$ cat src/rtl/cdr_ctrl_pkg.sv
// Shared types and defaults for the CDR acquisition sequencer.
// State encoding, gain widths and metric sizing live here.
package cdr_ctrl_pkg;

  localparam logic [2:0] ST_IDLE   = 3'd0;
  localparam logic [2:0] ST_CLEAR  = 3'd1;
  localparam logic [2:0] ST_ACQ    = 3'd2;
  localparam logic [2:0] ST_CHECK  = 3'd3;
  localparam logic [2:0] ST_LOCKED = 3'd4;

  typedef enum logic [2:0] {
    IDLE   = ST_IDLE,
    CLEAR  = ST_CLEAR,
    ACQ    = ST_ACQ,
    CHECK  = ST_CHECK,
    LOCKED = ST_LOCKED
  } state_t;

  localparam int GAIN_W     = 5;
  localparam int KP_ACQ_DEF = 10;
  localparam int KI_ACQ_DEF = 16;
  localparam int KP_TRK_DEF = 12;
  localparam int KI_TRK_DEF = 18;

  function automatic int metric_w(input int win_log2);
    return 16 + win_log2;
  endfunction

endpackage

$ cat src/rtl/cdr_err_window.sv
// Windowed |phi| accumulator for the CDR lock detector.
// Emits a one-cycle win_done together with the new metric.
module cdr_err_window
  import cdr_ctrl_pkg::*;
#(
  parameter int WIN_LOG2 = 8,
  localparam int MW = metric_w(WIN_LOG2)
) (
  input  logic               clk,
  input  logic               rst,
  input  logic               clr,
  input  logic               sample_en,
  input  logic signed [15:0] phi,
  output logic               win_done,
  output logic [MW-1:0]      metric
);

  logic [14:0]         mag;
  logic [MW:0]         sum;
  logic [MW-1:0]       acc;
  logic [MW-1:0]       acc_n;
  logic [WIN_LOG2-1:0] cnt;

  // -32768 has no positive twin; clamp it to 32767
  always_comb begin
    mag = phi[14:0];
    if (phi[15]) begin
      if (phi[14:0] == 15'd0)
        mag = 15'h7fff;
      else
        mag = ~phi[14:0] + 15'd1;
    end
    sum   = {1'b0, acc} + (MW+1)'(mag);
    acc_n = sum[MW] ? '1 : sum[MW-1:0];
  end

  always_ff @(posedge clk) begin
    if (rst) begin
      acc      <= '0;
      cnt      <= '0;
      win_done <= 1'b0;
      metric   <= '0;
    end else begin
      win_done <= 1'b0;
      if (clr) begin
        acc <= '0;
        cnt <= '0;
      end else if (sample_en) begin
        if (&cnt) begin
          metric   <= acc_n;
          acc      <= '0;
          cnt      <= '0;
          win_done <= 1'b1;
        end else begin
          acc <= acc_n;
          cnt <= cnt + 1'b1;
        end
      end
    end
  end

endmodule

$ cat src/rtl/cdr_acq_ctrl.sv
// Acquisition/tracking sequencer for the baud-rate PAM4 CDR loop.
// Sequences clear, acquire, lock-check and locked with gain switching.
module cdr_acq_ctrl
  import cdr_ctrl_pkg::*;
#(
  parameter int WIN_LOG2       = 8,
  parameter int ACQ_SYMS       = 1024,
  parameter int CLR_CYC        = 16,
  parameter int KP_ACQ         = KP_ACQ_DEF,
  parameter int KI_ACQ         = KI_ACQ_DEF,
  parameter int KP_TRK         = KP_TRK_DEF,
  parameter int KI_TRK         = KI_TRK_DEF,
  parameter int LOCK_THR       = 16384,
  parameter int UNLOCK_THR     = 32768,
  parameter int LOCK_WINS      = 4,
  parameter int UNLOCK_WINS    = 2,
  parameter int CHECK_MAX_WINS = 64,
  localparam int MW = metric_w(WIN_LOG2)
) (
  input  logic               clk,
  input  logic               rst,
  input  logic               en,
  input  logic               restart,
  input  logic               sample_en,
  input  logic signed [15:0] phi,
  output logic [GAIN_W-1:0]  kp_shift,
  output logic [GAIN_W-1:0]  ki_shift,
  output logic               loop_clr,
  output logic               locked,
  output logic               lol,
  output logic [2:0]         state,
  output logic [3:0]         retry_cnt,
  output logic [MW-1:0]      win_metric
);

  localparam logic [15:0] CLR_LAST = 16'(CLR_CYC - 1);
  localparam logic [15:0] ACQ_LAST = 16'(ACQ_SYMS - 1);
  localparam logic [15:0] CHK_LAST = 16'(CHECK_MAX_WINS - 1);
  localparam logic [7:0]  LOCK_N   = 8'(LOCK_WINS);
  localparam logic [7:0]  UNLK_N   = 8'(UNLOCK_WINS);
  localparam logic [MW-1:0] LOCK_T = MW'(LOCK_THR);
  localparam logic [MW-1:0] UNLK_T = MW'(UNLOCK_THR);
  localparam logic [GAIN_W-1:0] KPA = GAIN_W'(KP_ACQ);
  localparam logic [GAIN_W-1:0] KIA = GAIN_W'(KI_ACQ);
  localparam logic [GAIN_W-1:0] KPT = GAIN_W'(KP_TRK);
  localparam logic [GAIN_W-1:0] KIT = GAIN_W'(KI_TRK);

  state_t      st, st_n;
  logic [15:0] cnt, cnt_n;
  logic [7:0]  run, run_n, hit;
  logic [3:0]  retry_n;
  logic        lol_n, force_entry, entry;
  logic        win_clr, win_done, trk;

  cdr_err_window #(
    .WIN_LOG2 (WIN_LOG2)
  ) u_win (
    .clk       (clk),
    .rst       (rst),
    .clr       (win_clr),
    .sample_en (sample_en),
    .phi       (phi),
    .win_done  (win_done),
    .metric    (win_metric)
  );

  // cnt is the per-state timer: clear cycles, acq symbols or check windows
  always_comb begin
    st_n        = st;
    cnt_n       = cnt;
    run_n       = run;
    hit         = 8'd0;
    retry_n     = retry_cnt;
    lol_n       = 1'b0;
    force_entry = 1'b0;
    if (!en) begin
      st_n        = IDLE;
      force_entry = 1'b1;
    end else if (restart && st != IDLE) begin
      st_n        = CLEAR;
      force_entry = 1'b1;
    end else begin
      unique case (st)
        IDLE: st_n = CLEAR;
        CLEAR: begin
          if (cnt == CLR_LAST) st_n = ACQ;
          else cnt_n = cnt + 16'd1;
        end
        ACQ: begin
          if (sample_en) begin
            if (cnt == ACQ_LAST) st_n = ACQ_NEXT();
            else cnt_n = cnt + 16'd1;
          end
        end
        CHECK: begin
          if (win_done) begin
            hit   = (win_metric <= LOCK_T) ? run + 8'd1 : 8'd0;
            run_n = hit;
            if (hit == LOCK_N) begin
              st_n = LOCKED;
            end else if (cnt == CHK_LAST) begin
              st_n = CLEAR;
              if (retry_cnt != 4'hf) retry_n = retry_cnt + 4'd1;
            end else begin
              cnt_n = cnt + 16'd1;
            end
          end
        end
        LOCKED: begin
          if (win_done) begin
            hit   = (win_metric > UNLK_T) ? run + 8'd1 : 8'd0;
            run_n = hit;
            if (hit == UNLK_N) begin
              st_n  = CLEAR;
              lol_n = 1'b1;
            end
          end
        end
        default: st_n = IDLE;
      endcase
    end
    entry = force_entry || (st_n != st);
    if (entry) begin
      cnt_n = 16'd0;
      run_n = 8'd0;
    end
    win_clr = entry || st_n == IDLE || st_n == CLEAR;
    trk     = st_n == CHECK || st_n == LOCKED;
  end

  function automatic state_t ACQ_NEXT();
    return CHECK;
  endfunction

  always_ff @(posedge clk) begin
    if (rst) begin
      st        <= IDLE;
      cnt       <= 16'd0;
      run       <= 8'd0;
      retry_cnt <= 4'd0;
      kp_shift  <= KPA;
      ki_shift  <= KIA;
      loop_clr  <= 1'b1;
      locked    <= 1'b0;
      lol       <= 1'b0;
    end else begin
      st        <= st_n;
      cnt       <= cnt_n;
      run       <= run_n;
      retry_cnt <= retry_n;
      kp_shift  <= trk ? KPT : KPA;
      ki_shift  <= trk ? KIT : KIA;
      loop_clr  <= st_n == IDLE || st_n == CLEAR;
      locked    <= st_n == LOCKED;
      lol       <= lol_n;
    end
  end

  assign state = st;

endmodule

$ cat config.mk
export PLATFORM = sky130hd
export DESIGN_NAME = cdr_acq_ctrl
export DESIGN_NICKNAME = d
export VERILOG_FILES = /design/src/rtl/cdr_ctrl_pkg.sv /design/src/rtl/cdr_err_window.sv /design/src/rtl/cdr_acq_ctrl.sv
export SDC_FILE = /design/constraint.sdc
export NUM_CORES = 1
export LEC_CHECK = 0
export ABC_AREA = 0
export BUFFER_PORTS_ARGS = -buffer_cell sky130_fd_sc_hd__buf_2
export CORE_MARGIN = 2
export CORE_UTILIZATION = 45
export CTS_BUF_LIST = sky130_fd_sc_hd__clkbuf_8
export CTS_CLUSTER_DIAMETER = 40
export DETAILED_ROUTE_END_ITERATION = 16
export MAX_ROUTING_LAYER = met4
export SKIP_CTS_REPAIR_TIMING = 1
export SYNTH_ARGS = -nofsm -noshare
export SYNTH_HDL_FRONTEND = slang
export SYNTH_SLANG_ARGS = --single-unit
$ cat constraint.sdc
create_clock -name clk -period 15.3 [get_ports clk]
set_input_delay 4.59 -clock clk [delete_from_list [all_inputs] [get_ports clk]]
set_output_delay 4.59 -clock clk [all_outputs]
set_load 0.05 [all_outputs]
Yosys cells after proc, flatten, opt, wreduce, memory -nomap -nowiden

Index checks and enable logic that the tools add are counted.

Bits in registers: 101
Output and inout port bits: 44

$add $sub $neg: 6
$lt $le $gt $ge: 2
Eq/ne operators: 21
Muxes and demuxes: 34
Bitwise gates (word level): 8
Reduce and logical (&&, ||, !) cells: 21

Operators by type and width:

| operator                                                                           | count |
|---|---|
| 16-bit 2-to-1 mux                                                                  | 6 |
| 24-bit 2-to-1 mux                                                                  | 2 |
| 16-bit case mux with 3 select lines                                                | 1 |
| 8-bit 2-to-1 mux                                                                   | 5 |
| 3-bit 2-to-1 mux                                                                   | 11 |
| 15-bit 2-to-1 mux                                                                  | 2 |
| 24-bit by 15-bit adder with 25-bit output                                          | 1 |
| 24-bit by 16-bit > comparator with 1-bit output, second input constant             | 1 |
| 24-bit by 15-bit less-or-equal comparator with 1-bit output, second input constant | 1 |
| 16-bit by 1-bit adder with 16-bit output, second input constant                    | 1 |
| 8-bit by 1-bit adder with 8-bit output, second input constant                      | 2 |
| 16-bit by 10-bit equality test with 1-bit output, second input constant            | 1 |
| 16-bit by 4-bit equality test with 1-bit output, second input constant             | 1 |
| 16-bit by 6-bit equality test with 1-bit output, second input constant             | 1 |
| 8-bit case mux with 2 select lines                                                 | 1 |
| 15-bit by 1-bit adder with 15-bit output, second input constant                    | 1 |
| 15-bit logical NOT                                                                 | 1 |
| 15-bit NOT                                                                         | 1 |
| 3-bit case mux with 5 select lines                                                 | 1 |
| 2-bit != test, second input constant                                               | 5 |
| 10-bit AND reduction                                                               | 1 |
| 3-bit by 2-bit equality test with 1-bit output, second input constant              | 3 |
| 9-bit AND reduction                                                                | 1 |
| 8-bit by 2-bit equality test with 1-bit output, second input constant              | 1 |
| other kinds (21)                                                                   | 40 |

Depth between registers and ports, before layout

Depth in word-level cells: 14
Mapped depth: 22
Mapped depth without buffers: 19

By module

Synthesis repeated with hierarchy kept, for this count alone.

Cell total of the unflattened synthesis: 774
Area, all modules: 5,905.7 um^2

By module, submodules not included:

| module         | instances | cells an instance | area each (um^2) | seq. area each (um^2) |
|---|---|---|---|---|
| cdr_err_window | 1         | 480               | 3,555.9          | 1,141.1 |
| cdr_acq_ctrl   | 1         | 294               | 2,349.8          | 720.7 |

Least setup slack after synthesis

OpenSTA, ideal clock, no wires.

Path type: input-to-reg
From: input phi[3]
To: register u_win.metric[12]
Setup time: 91 ps
Arrival time: 8,941 ps
Data required time: 15,209 ps
Slack: 6,268 ps
Stages: 19
Path buffers: 2
Path through: or3_1 > or4_4 > or4_4 > or3_4 > nor2_2 > buf_6 > nand2_1 > nand2_1 > ha_1 > fa_1 > a211oi_1 > o211ai_1 > a21oi_1 > o21a_1 > nor3_2 > nor4b_4 > inv_1 > clkbuf_1 > a311oi_1

Cells in the longest elaborated chain, start to end: 6
Elaborated cells on any way between the ends: 7
Those cells by class: 2 x add/sub; 3 x mux; 1 x bitwise; 1 x reduce/logical

Ends and longest elaborated chain:

| item                                          | line                 | text |
|---|---|---|
| start, declared                               | cdr_acq_ctrl.sv:25   | `input logic signed [15:0] phi,` |
| 15-bit NOT                                    | cdr_err_window.sv:31 | `mag = ~phi[14:0] + 15'd1;` |
| 15-bit by 1-bit adder with 15-bit output      | cdr_err_window.sv:31 |  |
| 15-bit 2-to-1 mux                             | cdr_err_window.sv:28 | `if (phi[14:0] == 15'd0)` |
| 15-bit 2-to-1 mux (*)                         | cdr_err_window.sv:27 | `if (phi[15]) begin` |
| 24-bit by 15-bit adder with 25-bit output (*) | cdr_err_window.sv:33 | `sum = {1'b0, acc} + (MW+1)'(mag);` |
| 24-bit 2-to-1 mux (*)                         | cdr_err_window.sv:34 | `acc_n = sum[MW] ? '1 : sum[MW-1:0];` |
| end signal, assigned                          | cdr_err_window.sv:50 | `metric <= acc_n;` |
| end, declared                                 | cdr_err_window.sv:15 | `output logic [MW-1:0] metric` |

Every way passes the cells marked *; elsewhere a longest branch is shown, timed or not.
A chain may end at the register's enable or synchronous reset.

Worst setup path in the final report

From: input phi[3]
To: register u_win.metric[9]

Same word-level chain as after synthesis.

==> impl_metrics.yaml <==
cells_and_area:
  syn_to_final_growth_pct: 9.39
  fin_util: 0.508
  drive_gt1_frac: 0.130
  nets: 788
  antenna_cells: 0
  fillers: 1247
timing:
  min_period_over_period: 0.625
  relSlewSlack: 0.186
  tightestPinTransition_ns: 1.22
  period_minus_slack_ns: 9.57
  slew_violations: 0
  fmax_mhz: 105
  grt_setup_unrepaired: "false"
  skew_ns: 0.00718
  hold_violations: 0
  setup_viol: 0
  tns_ns: 0
setup_path:
  cp-startpoint: "phi[3]"
  startpoint_type: "primary input"
  required_ns: 15.59
  r2r_start: "u_win.metric[5]"
  criticalPathCategory: "in -> reg"
  worst_ep_arrival_time_ns: 9.85
  critPathCaptureType: "flop"
  reg2reg_depth: 10
  path_max_fanout: 15
clocking:
  cts_tree: "yes"
  clk_latency_ns: 0.38
  clock_path_buffers: 2
  numCtsBuffers: 9
  h-tree-depth: 3
  cts_root_buffer: "clkbuf_8"
  clkTransAtPathRegs_ns: 0.08
  cts_num_sinks: 93
placed_design:
  dp.final_hpwl_microns: 10600
  port_buffers: 57
  place_congestion: 0.864
global_routing:
  grt_pass1_wl_microns: 24000
  grt_pass1_vias: 4851
  grt_usage: 0.233
  grt-ovfl-total: 0
  antenna_found_initial: 0
  grt_max_degree: 45
floorplanning:
  die_x_microns: 116
  die_h_microns: 116
  io-pin-count: 65
  core-area_sq_um: 12100
  num_rows: 40
  start_util: 0.464
  dieArea_sq_um: 13400
drt:
  drc: 0
  drt_iter0_markers: 278
  via_per_inst: 5.80
  drt_first_pass_iters: 6
  ant_nets: 0
  routed_wl_microns: 14600
  num_vias: 5322
  wire_per_inst_microns: 15.9
synth:
  synth-main-ff-cell: "dfxtp_1"
  ys_types: 74
  synth_edf_count: 0
  ys_warn_count: 0
  async_flop_share: 0
  synth.avg_cell_area_sq_um: 7.94
  synth-seq-area-share: 0.331
  ys_ff_latch: 93
  synth.cell_area_sq_um: 5620
  synth_cells: 708
min_path:
  min-delay-path-class: "reg -> reg"
  holdPathStages: 2
  worstHoldStart: "u_win.acc[13]"
flow_run:
  maxCapViolations: 0
pwr:
  cellPowerDensity_nw_per_um2: 72.5
  finalPower_mw: 0.446
  vdd.ir_drop.worst_uv: 56.0
  power_leakage_nw: 2.35
run_status:
  status: "finished, final reports clean"
metrics by stage:
stage	hold slack (ns)	setup slack, ns	instances	instance area, sq um
floorplan	0.450	6.27	713	5640
finish	0.485	5.73	917	6150
global placement	0.464	5.62	903	5970
CTS	0.486	5.79	917	6150
detailed placement	0.468	5.39	903	5970
global route	0.524	5.32	917	6150
sequential cells by signal (all words and copies together), names as in the netlist, 2 cells and up:
name	count
retry_cnt	4
state	3
kp_shift	2
u_win.acc	24
u_win.cnt	8
cnt	16
run	8
u_win.metric	24
worst max-delay path, stage by stage:
cell	delay (ns)
buf_2	0.12
or3_1	0.42
or4_4	0.53
or4_4	0.44
or3_4	0.36
nor2_2	0.36
nand2_1	0.19
nand2_1	0.11
ha_1	0.19
fa_1	0.25
a211oi_1	0.13
o211ai_1	0.26
a21oi_1	0.14
o21a_1	0.22
nor3_2	0.40
nor4b_4	0.44
inv_1	0.36
a311oi_1	0.33
area by class of cell:
class	count	area, sq um	area share
clock buffer	10	138	0.0224
clock inverter	4	42.5	0.00692
inverter	20	75.1	0.0122
multi-input combinational	562	3520	0.572
sequential	93	1860	0.303
tap	168	210	0.0342
timing repair buffer	60	308	0.0500
power by group:
group	internal [mW]	switching (mW)
clock	0.0768	0.0827
combinational	0.0138	0.0301
sequential	0.242	0.000438
cell usage after synthesis, types with 7 or more instances:
cell	number	share of area
and3_1	18	0.020
dfxtp_1	93	0.33
a21oi_1	60	0.053
xor2_1	27	0.042
buf_4	9	0.012
a311oi_1	14	0.022
a22oi_1	8	0.011
or3_1	8	0.0089
clkbuf_1	17	0.011
o21ai_1	10	0.0089
inv_1	19	0.013
nand3_1	20	0.018
buf_2	11	0.0098
a211oi_1	7	0.0093
nor2_1	98	0.065
nor4_1	8	0.0089
nor3_1	9	0.0080
nand4_1	16	0.018
o211ai_1	10	0.013
o21ai_0	42	0.037
nand2b_1	10	0.011
xnor2_1	16	0.025
ha_1	20	0.045
nand2_1	48	0.032
metal layers:
metal	wire length, microns	global-route usage
met2	6900	0.379
met5	0	-
met4	283	0.0738
met3	610	0.0481
met1	6830	0.291
cell families after synthesis:
logic type,synth area share
adder cells (fa/ha/maj),0.0481
other,0.00134
multiplexers,0.00890
buffers and inverters,0.0485
AO/OA/AOI/OAI,0.242
flip-flops,0.331
AND/OR/NAND/NOR,0.253
XOR/XNOR,0.0670
cell usage in the layout, fill, tap and decap left out, types with 16 or more instances in the layout:
master   Yosys  final
nand4_1     16     16
ha_1        20     20
nand3_1     20     20
xor2_1      27     27
xnor2_1     16     16
buf_2       11     57
and3_1      18     18
dfxtp_1     93     93
nand2_1     48     48
o21ai_0     42     42
a21oi_1     60     60
inv_1       19     21
nor2_1      98     98
final timing paths:
kind / endpoint / slack, ns
hold / removal: u_win.acc[13] / 0.49
setup / recovery: u_win.metric[9] / 5.73
setup reg to reg: u_win.metric[22] / 11.47
hold reg to reg: u_win.acc[13] / 0.49
(Power assumes the default switching activity.)
